`config.mk`:
```
export PLATFORM = sky130hd
export DESIGN_NAME = instr_fetch_seq
export DESIGN_NICKNAME = d
export VERILOG_FILES = /design/src/rtl/fetch_pkg.sv /design/src/rtl/fetch_pc_reg.sv /design/src/rtl/instr_fetch_seq.sv
export SDC_FILE = /design/constraint.sdc
export NUM_CORES = 1
export LEC_CHECK = 0
export BUFFER_PORTS_ARGS = -buffer_cell sky130_fd_sc_hd__clkbuf_2
export CAP_MARGIN = 20
export CORE_ASPECT_RATIO = 1.4
export CORE_UTILIZATION = 39
export DETAILED_ROUTE_END_ITERATION = 8
export PLACE_DENSITY = 0.8
export SLEW_MARGIN = 10
export SYNTH_ARGS = -nofsm -noshare
export SYNTH_HDL_FRONTEND = slang
export SYNTH_SLANG_ARGS = --single-unit
```
`constraint.sdc`:
```
create_clock -name clk -period 2.7 [get_ports clk]
set_input_delay 0.135 -clock clk [delete_from_list [all_inputs] [get_ports clk]]
set_output_delay 0.135 -clock clk [all_outputs]
set_load 0.005 [all_outputs]
```
`src/rtl/fetch_pkg.sv`:
```
// Shared types and constants for the instruction fetch sequencer.
package fetch_pkg;

  localparam int unsigned INSTR_W_DEF = 60;
  localparam int unsigned OPC_W_DEF   = 4;
  localparam int unsigned ADDR_W_DEF  = 10;

  localparam int unsigned OPC_NOP_HALT = 0;
  localparam int unsigned OPC_BR_LO    = 12;
  localparam int unsigned OPC_BR_HI    = 15;

  typedef enum logic [2:0] {
    S_IDLE,
    S_REQ,
    S_ISSUE,
    S_RESOLVE,
    S_HALT
  } fetch_state_t;

  function automatic logic is_branch_opc(input int unsigned opc);
    return (opc >= OPC_BR_LO) && (opc <= OPC_BR_HI);
  endfunction

  function automatic logic is_halt_opc(input int unsigned opc);
    return opc == OPC_NOP_HALT;
  endfunction

endpackage

```
`src/rtl/fetch_pc_reg.sv`:
```
// Program counter: reset to RESET_PC, load a redirect target, or step by one
// with wrap-around at 2^ADDR_W.
module fetch_pc_reg #(
  parameter int unsigned ADDR_W   = 10,
  parameter int unsigned RESET_PC = 0
) (
  input  logic              clk,
  input  logic              rst,
  input  logic              inc,
  input  logic              load,
  input  logic [ADDR_W-1:0] load_addr,
  output logic [ADDR_W-1:0] pc
);

  logic [ADDR_W-1:0] pc_q;
  logic [ADDR_W-1:0] pc_d;

  always_comb begin
    pc_d = pc_q;
    if (load) begin
      pc_d = load_addr;
    end else if (inc) begin
      pc_d = pc_q + ADDR_W'(1);
    end
  end

  always_ff @(posedge clk or posedge rst) begin
    if (rst) begin
      pc_q <= ADDR_W'(RESET_PC);
    end else begin
      pc_q <= pc_d;
    end
  end

  assign pc = pc_q;

endmodule

```
`src/rtl/instr_fetch_seq.sv`:
```
// Instruction fetch sequencer: fetches words over req/ack, presents them to the
// decoder and selects the next PC. Optional FETCH_PERF_EN adds perf counters.
module instr_fetch_seq
  import fetch_pkg::*;
#(
  parameter int unsigned INSTR_W  = INSTR_W_DEF,
  parameter int unsigned OPC_W    = OPC_W_DEF,
  parameter int unsigned ADDR_W   = ADDR_W_DEF,
  parameter int unsigned RESET_PC = 0
) (
  input  logic               clk,
  input  logic               rst,
  output logic               imem_req,
  output logic [ADDR_W-1:0]  imem_addr,
  input  logic               imem_ack,
  input  logic [INSTR_W-1:0] imem_rdata,
  input  logic               stall,
  output logic [OPC_W-1:0]   opcode,
  output logic [INSTR_W-1:0] instr,
  output logic               instr_valid,
  output logic [ADDR_W-1:0]  pc_out,
  input  logic               branch_en,
  input  logic               jump_en,
  input  logic               resolve_valid,
  input  logic               branch_taken,
  input  logic [ADDR_W-1:0]  target_addr,
  output logic               halted
`ifdef FETCH_PERF_EN
  ,
  output logic [31:0]        perf_instr_cnt,
  output logic [15:0]        perf_redirect_cnt
`endif
);

  fetch_state_t       state_q, state_d;
  logic               imem_req_q, imem_req_d;
  logic               instr_valid_q, instr_valid_d;
  logic               halted_q, halted_d;
  logic [OPC_W-1:0]   opcode_q, opcode_d;
  logic [INSTR_W-1:0] instr_q, instr_d;
  logic [ADDR_W-1:0]  pc_out_q, pc_out_d;
  logic               br_seen_q, br_seen_d;

  logic               pc_inc;
  logic               pc_load;
  logic [ADDR_W-1:0]  pc;

  fetch_pc_reg #(
    .ADDR_W   (ADDR_W),
    .RESET_PC (RESET_PC)
  ) u_pc (
    .clk       (clk),
    .rst       (rst),
    .inc       (pc_inc),
    .load      (pc_load),
    .load_addr (target_addr),
    .pc        (pc)
  );

  always_comb begin
    state_d   = state_q;
    opcode_d  = opcode_q;
    instr_d   = instr_q;
    pc_out_d  = pc_out_q;
    br_seen_d = br_seen_q;
    pc_inc    = 1'b0;
    pc_load   = 1'b0;

    case (state_q)
      S_IDLE: state_d = S_REQ;

      S_REQ: begin
        if (imem_ack) begin
          instr_d  = imem_rdata;
          opcode_d = imem_rdata[INSTR_W-1 -: OPC_W];
          pc_out_d = pc;
          state_d  = S_ISSUE;
        end
      end

      S_ISSUE: begin
        if (!stall) begin
          br_seen_d = 1'b0;
          if (is_halt_opc(32'(opcode_q))) begin
            state_d = S_HALT;
          end else if (is_branch_opc(32'(opcode_q))) begin
            state_d = S_RESOLVE;
          end else begin
            pc_inc  = 1'b1;
            state_d = S_REQ;
          end
        end
      end

      S_RESOLVE: begin
        if (branch_en) begin
          br_seen_d = 1'b1;
        end
        // Jump wins over a simultaneous branch outcome.
        if (jump_en) begin
          pc_load = 1'b1;
          state_d = S_REQ;
        end else if (resolve_valid) begin
          pc_load = branch_taken;
          pc_inc  = !branch_taken;
          state_d = S_REQ;
        end
      end

      S_HALT: state_d = S_HALT;

      default: state_d = S_IDLE;
    endcase

    // Outputs are registered from the next state so they align with state_q.
    imem_req_d    = (state_d == S_REQ);
    instr_valid_d = (state_d == S_ISSUE);
    halted_d      = (state_d == S_HALT);
  end

  always_ff @(posedge clk or posedge rst) begin
    if (rst) begin
      state_q       <= S_IDLE;
      imem_req_q    <= 1'b0;
      instr_valid_q <= 1'b0;
      halted_q      <= 1'b0;
      opcode_q      <= '0;
      instr_q       <= '0;
      pc_out_q      <= '0;
      br_seen_q     <= 1'b0;
    end else begin
      state_q       <= state_d;
      imem_req_q    <= imem_req_d;
      instr_valid_q <= instr_valid_d;
      halted_q      <= halted_d;
      opcode_q      <= opcode_d;
      instr_q       <= instr_d;
      pc_out_q      <= pc_out_d;
      br_seen_q     <= br_seen_d;
    end
  end

  assign imem_req    = imem_req_q;
  assign imem_addr   = pc;
  assign instr_valid = instr_valid_q;
  assign halted      = halted_q;
  assign opcode      = opcode_q;
  assign instr       = instr_q;
  assign pc_out      = pc_out_q;

  // Resolution without a decoder branch_en is still obeyed; track how often.
  cov_unconfirmed_resolve: cover property (@(posedge clk)
    !rst && state_q == S_RESOLVE && !jump_en && resolve_valid && !branch_en && !br_seen_q);

`ifdef FETCH_PERF_EN
  logic [31:0] perf_instr_q;
  logic [15:0] perf_redir_q;
  logic        issue_exit;
  logic        redirect;

  assign issue_exit = (state_q == S_ISSUE) && !stall;
  assign redirect   = (state_q == S_RESOLVE) && (jump_en || (resolve_valid && branch_taken));

  always_ff @(posedge clk or posedge rst) begin
    if (rst) begin
      perf_instr_q <= '0;
      perf_redir_q <= '0;
    end else begin
      if (issue_exit && perf_instr_q != '1) begin
        perf_instr_q <= perf_instr_q + 32'd1;
      end
      if (redirect && perf_redir_q != '1) begin
        perf_redir_q <= perf_redir_q + 16'd1;
      end
    end
  end

  assign perf_instr_cnt    = perf_instr_q;
  assign perf_redirect_cnt = perf_redir_q;
`endif

endmodule

```
# == Yosys cells after proc, flatten, opt, wreduce, memory -nomap -nowiden ==
# Index checks and enable logic that the tools add are counted.
# classes
order_cmp,1
eq_ne,7
muxes,18
reduce_logical,5
addsub,1
# op_table
operator,count
2-to-1 mux 10 bit,2
2-to-1 mux 3 bit,5
case mux 3 bit (5 select lines),1
adder 10 x 1 -> 10 bit (second input constant),1
== test 3 x 2 -> 1 bit (second input constant),3
2-to-1 mux 1 bit,8
== test 3 x 1 -> 1 bit (second input constant),2
== test 3 bit (second input constant),2
>= comparator 4 bit (second input constant),1
logical NOT 4 bit,1
logical NOT 3 bit,1
2-to-1 mux 2 bit,1
case mux 1 bit (2 select lines),1
AND reduction 2 bit,1
nonzero test 2 bit,1
logical NOT 1 bit,1
# totals
word_cells,40
out_inout_bits,87
in_bits,78
reg_bits,90

# == Longest topological paths before layout ==
# logic_depth
ltp_word,7
depth_mapped,6

# == By module ==
# A second synthesis with hierarchy kept.
# unflattened
cells_unflattened,242
area_unflattened_um2,3891.2
# modules_own_cells
module,cells_each,area_per_inst_um2,seq_area_each_um2,n_inst
instr_fetch_seq,184,3343.2,1901.8,1
fetch_pc_reg,58,548.0,250.2,1

# == Worst setup path before layout ==
# Ideal clock, no wire load.
# synth_timing
kind,register to register
startpoint,register state_q[2]
endpoint,"register u_pc.pc_q[5], in the netlist u_pc.pc[5]"
t_required_ns,2.618
stages_incl_launch_ff,6
slack_ns,0.766
t_arrival_ns,1.852
synth_period_minus_slack_ns,1.934
cell_sequence,dfrtp_1 nor4b_4 nor3b_4 nor2_2 or4_1 a31oi_1
# synth_between
elab_chain_cells,3
# synth_rtl
item,line,rtl
from (decl),instr_fetch_seq.sv:35,"fetch_state_t state_q, state_d;"
from (signal assigned),instr_fetch_seq.sv:132,state_q <= state_d;
== test 3 x 2 -> 1 bit,--,
case mux 1 bit (2 select lines) or 2-to-1 mux 1 bit (tied branches),instr_fetch_seq.sv:69,case (state_q)
nonzero test 2 bit (no source line) or 2-to-1 mux 10 bit (tied branches),--,
to (signal assigned),fetch_pc_reg.sv:29,pc_q <= ADDR_W'(RESET_PC);
to (signal assigned),fetch_pc_reg.sv:31,pc_q <= pc_d;
to (decl),fetch_pc_reg.sv:15,logic [ADDR_W-1:0] pc_q;
# Several ways; a longest one is shown, not always the timed one.
# A chain may end at the register's enable or synchronous reset.

# == Worst setup path after layout ==
# Ends and elaborated chain as after synthesis.

==> results.toml <==
[status]
status = "finished clean"

[synth]
synth_cell_types = 38
netlist_instances = 246
synth_top_area_share_pct = 61.3
yosys_register_bits = 86
synth_nets = 325
synth_area_per_cell_sq_um = 14.3
synthArstFlopShare_pct = 100
synthTopCellsByCount = "dfrtp_1 (86), mux2_2 (70), nand2_1 (8), o21ai_0 (8)"
ys_top_cells_by_area = "dfrtp_1 (61%), mux2_2 (22%), o21ai_0 (1.1%)"
synth_area_sq_um = 3510
synth-main-ff-cell = "dfrtp_1"
synth_area_leader_cell = "dfrtp_1"
synth-edff-count = 0
seq_area_frac_synth_pct = 61.3
synth.most_common_cell = "dfrtp_1"
ys.warnings.count = 0

[routing]
wire_per_inst_um = 14.0
detail_route.first_pass.iterations = 4
drtAntennaViolNets = 0
drtIter0Drc = 41
routed_wl_um = 7260
via_count = 2505
routed_via_density = 4.82
drcViolationCount = 0

[placed_design]
gp_congestion = 0.739
hpwl_um = 5480
portBuffers = 163
place_area_sq_um = 4430

[pwr]
leakagePower_nw = 2.31
switching_share_pct = 30.7
p_per_area_nw_per_um2 = 1170
p_int_mw = 3.87
p_clk_share_pct = 23.4
p_sw_mw = 1.72
power.share.combinational_pct = 34.5
p_seq_share_pct = 42.1
peakVddDrop_uv = 599
power.total_mw = 5.59

[clock_network]
post_cts_resized = 0
path_clk_slew_ns = 0.06
cts-root-buf = "clkbuf_16"
cts.sinks = 86
ctsHtreeMaxLevel = 3
cts_made_buffers = 9
insertion_delay_ns = 0.33
tritoncts = "yes"
cts_buffer_depth = 2
ctsHoldBuffers = 1
post_cts_buffers = 0

[timing]
drv_slew = 0
finalCritPeriodShare_pct = 77.7
setup_tns_ns = 0
finalHoldViolCount = 0
fmax_mhz = 477
setup_violations = 0
rsz0062_at_grt = "false"
clock_skew_ns = 0.00805
fin_crit_ns = 2.10
hold_ws_ns = 0.00738
max_slew.worst_pin.slew_ns = 0.643
max_slew_margin_pct = 57.1

[die]
core-area_sq_um = 8660
io_pins = 165
start_util_pct = 40.6
fp.dieArea_sq_um = 9390
dieWidth_um = 82.2
row_count = 40
dieHeight_um = 114

[critical_path]
path_max_fanout = 10
crit_buf_inv = 0
worst_path_dominant_cell_family = "simple AND/OR/NAND/NOR gates"
cpPeakStageDelay_ns = 0.51
setup.worst_path.start_class = "register"
worstPathRequired_ns = 2.96
end_kind = "register"
path_class = "register to register"
cp.arrival_ns = 2.35
worstPathCellList = "nor4b_4, nor3b_4, nor2_2, or4_1, a31oi_1"
slowest_stage = "or4_1"
rrSetupSlack_ns = 0.60

[final_layout]
layout.nets = 489
fill_cells = 721
diodes = 0
multi_input_area_sq_um = 1270
design_area_sq_um = 4760
fin_util_pct = 55.0
final_layout_size_suffix_gt1_share_pct = 63.9
syn2layout_area_growth_pct = 35.6
regArea_sq_um = 2150

[run]
maxCapViolCount = 0

[global_routing]
grt_util_met2_pct = 28.7
use_met3_pct = 4.78
use_met1_pct = 16.5
gr-usage-all-layers_pct = 16.1
grt_overflow = 0
top_usage_layer = "met2"
grt_start_max_net_pins = 49
grt_pass1_wl_um = 11200
antenna_found_initial = 0
grt_pass1_vias = 2480

[hold_path]
hp-class = "primary input to register"
-- cell type report --
class	instances	share of cell area, %
Sequential cell	86	45.2
Clock buffer	9	4.73
Inverter	3	0.263
Clock inverter	7	2.05
Tap cell	105	2.76
Timing Repair Buffer	168	18.2
Multi-Input combinational cell	142	26.8
-- power by group through the flow --
| stage | Clock [mW] | Sequential (mW) | Combinational, mW |
|---|---|---|---|
| finish | 1.31 | 2.36 | 1.93 |
| CTS | 1.35 | 2.37 | 1.97 |
| detailed placement | 0 | 2.39 | 1.96 |
| floorplan | 0 | 2.37 | 1.05 |
| global route | 1.40 | 2.45 | 2.16 |
| global placement | 0 | 2.34 | 1.91 |
-- flip-flops by register name (all words and copies together) (netlist names) --
register,count
instr,56
u_pc.pc,10
pc_out,10
imem_req,1
instr_valid,1
halted,1
state_q,3
opcode,4
-- final timing paths --
kind | startpoint | endpoint | cells after the start
min | target_addr[8] | u_pc.pc[8] | 3
min in group asynchronous | rst | instr[26] | 3
max in group asynchronous | rst | opcode[3] | 4
max | state_q[2] | u_pc.pc[5] | 5
max reg2reg | state_q[2] | u_pc.pc[5] | 5
min reg2reg | instr[7] | instr[7] | 1
-- worst reg2reg max path, cell delays in order, from the launching register on --
cell and delay (ns):
dfrtp_1 0.46, nor4b_4 0.41, nor3b_4 0.33, nor2_2 0.14, or4_1 0.51, a31oi_1 0.17
-- stage by stage --
| stage | std cells | setup WS [ns] |
|---|---|---|
| 3_5_place_dp | 503 | 0.620 |
| 4_1_cts | 520 | 0.603 |
| 5_1_grt | 520 | 0.462 |
| 3_3_place_gp | 503 | 0.674 |
| 6_report | 520 | 0.603 |
| 2_1_floorplan | 246 | 0.343 |
-- cell families (layout without fill, tap and decap cells) --
family | after synthesis | in the layout | synth area share (%)
buffers and inverters | 18 | 187 | 2.46
AND/OR/NAND/NOR | 40 | 40 | 7.34
adder cells (fa/ha/maj) | 1 | 1 | 0.356
flip-flops | 86 | 86 | 61.3
multiplexers | 71 | 71 | 22.7
XOR/XNOR | 4 | 4 | 0.997
AO/OA/AOI/OAI | 26 | 26 | 4.85
-- per-layer routing --
metal / part of all wire [%] / vias to the layer above
li1: - / 1210
met1: 39 / 1170
met2: 52 / 112
met3: 6.4 / 13
met4: 2.2 / 0
met5: 0 / -
-- placed cells by master, fill, tap and decap left out, types with 3 or more instances in the layout --
| cell type | count |
|---|---|
| clkbuf_2 | 163 |
| dfrtp_1 | 86 |
| mux2_2 | 70 |
| clkbuf_16 | 9 |
| nand2_1 | 8 |
| o21ai_0 | 8 |
| nand3_1 | 5 |
| nor2_1 | 5 |
| nor2b_1 | 4 |
| xor2_1 | 4 |
| o211ai_1 | 4 |
| a31oi_1 | 4 |
| a21oi_1 | 3 |
| or3_2 | 3 |
| buf_4 | 3 |
Power figures use the tool's default switching activity.
